## config.mk

```make
export PLATFORM = sky130hd
export DESIGN_NAME = cnn_conv_weight_streamer
export DESIGN_NICKNAME = d
export VERILOG_FILES = /design/src/rtl/cnn_conv_weight_streamer.sv
export SDC_FILE = /design/constraint.sdc
export NUM_CORES = 1
export LEC_CHECK = 0
export BUFFER_PORTS_ARGS = -buffer_cell sky130_fd_sc_hd__clkbuf_2
export CAP_MARGIN = 10
export CORE_MARGIN = 2
export CORE_UTILIZATION = 55
export CTS_CLUSTER_SIZE = 14
export DETAILED_ROUTE_END_ITERATION = 7
export GPL_ROUTABILITY_DRIVEN = 0
export PLACE_DENSITY = 0.92
export SYNTH_ARGS = -nofsm -noshare
export SYNTH_HDL_FRONTEND = slang
export SYNTH_SLANG_ARGS = --single-unit
```

## constraint.sdc

```tcl
create_clock -name clk -period 2.5 [get_ports clk]
set_input_delay 0.125 -clock clk [delete_from_list [all_inputs] [get_ports clk]]
set_output_delay 0.125 -clock clk [all_outputs]
set_load 0.005 [all_outputs]
```

## src/rtl/cnn_conv_weight_streamer.sv

```systemverilog
// Streams one layer's 3x3 conv weights from a synchronous weight memory into a conv top.
// Weights leave as a valid-qualified stream in memory order, so layout decides channel/tap order.
module cnn_conv_weight_streamer #(
  parameter int DATA_WIDTH      = 32,
  parameter int KERNEL          = 3,
  parameter int CHANNEL_NUM_IN  = 64,
  parameter int CHANNEL_NUM_OUT = 64,
  parameter int ADDR_WIDTH      = 16,
  parameter logic [ADDR_WIDTH-1:0] BASE_ADDR = '0
) (
  input  logic                  clk,
  input  logic                  reset,
  input  logic                  start,
  input  logic                  hold,
  output logic                  mem_rd_en,
  output logic [ADDR_WIDTH-1:0] mem_addr,
  input  logic [DATA_WIDTH-1:0] mem_rd_data,
  output logic [DATA_WIDTH-1:0] weight_out,
  output logic                  valid_weight_out,
  output logic                  last_out,
  output logic                  busy,
  output logic                  done
);

  localparam int TOTAL = KERNEL * KERNEL * CHANNEL_NUM_IN * CHANNEL_NUM_OUT;
  localparam int CNT_W = $clog2(TOTAL + 1);
  localparam logic [CNT_W-1:0] LAST_IDX = CNT_W'(TOTAL - 1);

  typedef enum logic [1:0] {S_IDLE, S_STREAM, S_DRAIN, S_DONE} state_t;

  state_t           state;
  logic [CNT_W-1:0] issue_cnt;
  logic [CNT_W-1:0] emit_cnt;
  logic             drain_cnt;
  logic             rd_en_p1;

  // Hold gates reads in the same cycle, so the strobe follows hold combinationally.
  assign mem_rd_en = (state == S_STREAM) && !hold;

  always_ff @(posedge clk or negedge reset) begin
    if (!reset) begin
      state     <= S_IDLE;
      issue_cnt <= '0;
      mem_addr  <= BASE_ADDR;
      drain_cnt <= 1'b0;
      busy      <= 1'b0;
      done      <= 1'b0;
    end else begin
      done <= 1'b0;
      case (state)
        S_IDLE: begin
          if (start) begin
            state     <= S_STREAM;
            issue_cnt <= '0;
            mem_addr  <= BASE_ADDR;
            busy      <= 1'b1;
          end
        end
        S_STREAM: begin
          if (!hold) begin
            // Address stops on the final word so it never points past the layer.
            if (issue_cnt == LAST_IDX) begin
              state     <= S_DRAIN;
              drain_cnt <= 1'b0;
            end else begin
              issue_cnt <= issue_cnt + CNT_W'(1);
              mem_addr  <= mem_addr + ADDR_WIDTH'(1);
            end
          end
        end
        S_DRAIN: begin
          if (drain_cnt) begin
            state <= S_DONE;
            busy  <= 1'b0;
            done  <= 1'b1;
          end else begin
            drain_cnt <= 1'b1;
          end
        end
        S_DONE: state <= S_IDLE;
        default: state <= S_IDLE;
      endcase
    end
  end

  // Stage p1: memory data valid; stage p2: registered weight output.
  always_ff @(posedge clk or negedge reset) begin
    if (!reset) begin
      rd_en_p1         <= 1'b0;
      valid_weight_out <= 1'b0;
      weight_out       <= '0;
      last_out         <= 1'b0;
      emit_cnt         <= '0;
    end else begin
      rd_en_p1         <= mem_rd_en;
      valid_weight_out <= rd_en_p1;
      if (state == S_IDLE && start) begin
        emit_cnt <= '0;
        last_out <= 1'b0;
      end else if (rd_en_p1) begin
        weight_out <= mem_rd_data;
        last_out   <= (emit_cnt == LAST_IDX);
        emit_cnt   <= (emit_cnt == LAST_IDX) ? '0 : emit_cnt + CNT_W'(1);
      end else begin
        last_out <= 1'b0;
      end
    end
  end

endmodule

```

==> impl_metrics.json <==
{
  "status": "completed",
  "cp_cell_sequence": "or4b_4, or4_4, o21ai_4, nand3_2, mux2_4",
  "die_area_mm2": 0.00857,
  "numCtsBuffers": 9,
  "nets": 574,
  "synth_most_common_cell": "dfrtp_1",
  "worstPathMaxFanout": 10,
  "portBuffers": 88,
  "critPathMaxStageDelay_ns": 0.65,
  "mappedNetlistNets": 450,
  "insertion_delay_ns": 0.37,
  "final_hold_viol_count": 0,
  "critical_path_class": "reg2reg",
  "worst-path-buf-inv": 0,
  "hpwl_um": 7540,
  "ioPinCount": 89,
  "synth-edff-count": 0,
  "finalSetupTns_ns": 0,
  "yosysUniqueCellTypes": 57,
  "grt_max_degree": 81,
  "antenna_found_initial": 1,
  "drc": 0,
  "cts_tree": "built",
  "max_freq_mhz": 416,
  "drt-initial-drc-count": 372,
  "fin_util_pct": 70.6,
  "root_buffer": "clkbuf_8",
  "netlist_instances": 407,
  "clkTransAtPathRegs_ns": 0.11,
  "yosysWarnings": 0,
  "maxSlewViolCount": 0,
  "cts_max_path_buffers": 2,
  "die_h_um": 92.6,
  "area_growth_pct": 25.1,
  "min_path_type": "in2reg",
  "worst_pin_slew_ns": 0.629,
  "routed_wl_um": 12400,
  "grt-ovfl-total": 0,
  "synth_top_area_cell": "dfrtp_1",
  "critPathArrivalTime_ns": 2.65,
  "grt_first_pass_wirelength_um": 19300,
  "synthArstFlopShare_pct": 100,
  "ys_top_cells_by_count": "88 x dfrtp_1, 46 x nand2_1, 32 x mux2_2",
  "antenna_left": 0,
  "htree_levels": 3,
  "ir_drop_mv": 0.463,
  "grt_use_total_pct": 28.9,
  "layout-drive-gt1-share_pct": 28.9,
  "synth_area_leaders": "dfrtp_1 51%, mux2_2 8.3%, nand2_1 4.0%, o21ai_0 3.5%, nand3_1 2.6%",
  "static-leakage-power_uw": 0.00240,
  "firstDrtPassIters": 8,
  "setup_viol": 0,
  "period_share_pct": 96.2,
  "yosys.area.top_type_share_pct": 51.0,
  "cp.required_ns": 2.74,
  "p_per_area_mw_per_mm2": 940,
  "ys_ff_latch": 88,
  "wl_per_cell_um": 19.3,
  "avgSynthCellArea_um2": 10.6,
  "die_w_um": 92.6,
  "slew_headroom_pct": 57.5,
  "via_per_inst": 6.26,
  "setup.worst_path.end_class": "flip-flop",
  "cts_resized": 0,
  "start_util_pct": 56.4,
  "core_area_mm2": 0.00765,
  "nFillCells": 518,
  "fin_skew_ns": 0.0225,
  "finalCriticalPeriod_ns": 2.40,
  "cpMaxStageDelayCell": "or4_4",
  "rows": 32,
  "clock-sinks": 88,
  "synth_ff_type": "dfrtp_1",
  "crit_family": "simple AND/OR/NAND/NOR gates",
  "netlist_area_mm2": 0.00432,
  "startpoint_type": "flip-flop",
  "grt_pass1_vias": 3807,
  "synth-seq-area-share_pct": 51.0,
  "vias": 4002,
  "drv_cap": 0,
  "rsz0062_at_grt": "false"
}
[report_power, final]
part	internal, uW	switching, uW	total [uW]
logic	846	932	1780
registers	1810	323	2140
clock network	584	577	1160
total	3240	1830	5080
[kinds of logic after synthesis]
group / after synthesis / synth area share, %
buffers and inverters: 26 / 3.30
adder cells (fa/ha/maj): 7 / 2.03
XOR/XNOR: 8 / 1.62
flip-flops: 88 / 51.0
AO/OA/AOI/OAI: 87 / 13.7
AND/OR/NAND/NOR: 155 / 18.9
multiplexers: 36 / 9.39
[registers in the layout, indices dropped and copies added (netlist names)]
name / flops
busy: 1
done: 1
drain_cnt: 1
emit_cnt: 16
issue_cnt: 16
last_out: 1
mem_addr: 16
rd_en_p1: 1
state: 2
valid_weight_out: 1
weight_out: 32
[per-layer routing]
layer | vias up | GRT usage (%) | wire length [um]
li1 | 1758 | - | -
met1 | 1920 | 35.2 | 4620
met2 | 277 | 48.9 | 6090
met3 | 47 | 7.08 | 1200
met4 | 0 | 12.8 | 449
met5 | - | 0 | 0
[area by class of cell]
type | count | area, um2 | share of cell area [%]
antenna | 1 | 2.50 | 0.0463
clock buffer | 9 | 124 | 2.29
clock inverter | 7 | 108 | 1.99
inverter | 12 | 45.0 | 0.834
multi-input combinational | 293 | 1970 | 36.5
sequential | 88 | 2200 | 40.8
tap | 102 | 128 | 2.36
timing repair buffer | 127 | 818 | 15.2
[cells in the final DEF (no fill, tap or decap), drive strengths merged, types with 4 or more instances in the layout]
master and count:
nor4 6, or3 11, nand4 11, dlygate4sd3 28, a31oi 6, inv 16, nand2 46, mux2 33
nor2 18, nor3 8, o21ai 31, o22a 4, dfrtp 88, o211ai 7, nand3 23, xnor2 5
and3 8, clkbuf 96, or4 6, buf 12, ha 7, o31ai 6, a21oi 14
[final timing paths]
path / start / endpoint / slack (ns) / depth (start not counted)
min in group asynchronous: reset / emit_cnt[1] / 0.12 / 2
setup / recovery: issue_cnt[12] / state[1] / 0.1 / 5
max in group asynchronous: reset / drain_cnt / 1.72 / 3
setup reg to reg: issue_cnt[12] / state[1] / 0.1 / 5
hold / removal: mem_rd_data[22] / weight_out[22] / 0.02 / 2
hold reg to reg: weight_out[24] / weight_out[24] / 0.52 / 1
[timing repair]
item                                   in CTS  in global routing
hold buffers                               26                  2
endpoints found under the hold margin     113                  2
buffers inserted                            0                  0
[stage by stage]
stage / power, uW / worst slack [ns] / area [um2] / cells / hold slack [ns]
floorplan: 3130 / 0.244 / 4320 / 407 / -0.171
global placement: 3680 / 0.208 / 4880 / 594 / -0.0419
global route: 5340 / 0.0267 / 5400 / 639 / 0.00559
detailed placement: 3820 / 0.149 / 4880 / 594 / -0.0367
finish: 5080 / 0.0953 / 5400 / 639 / 0.0209
CTS: 4990 / 0.121 / 5380 / 636 / 0.0000500
(Power assumes the default switching activity.)
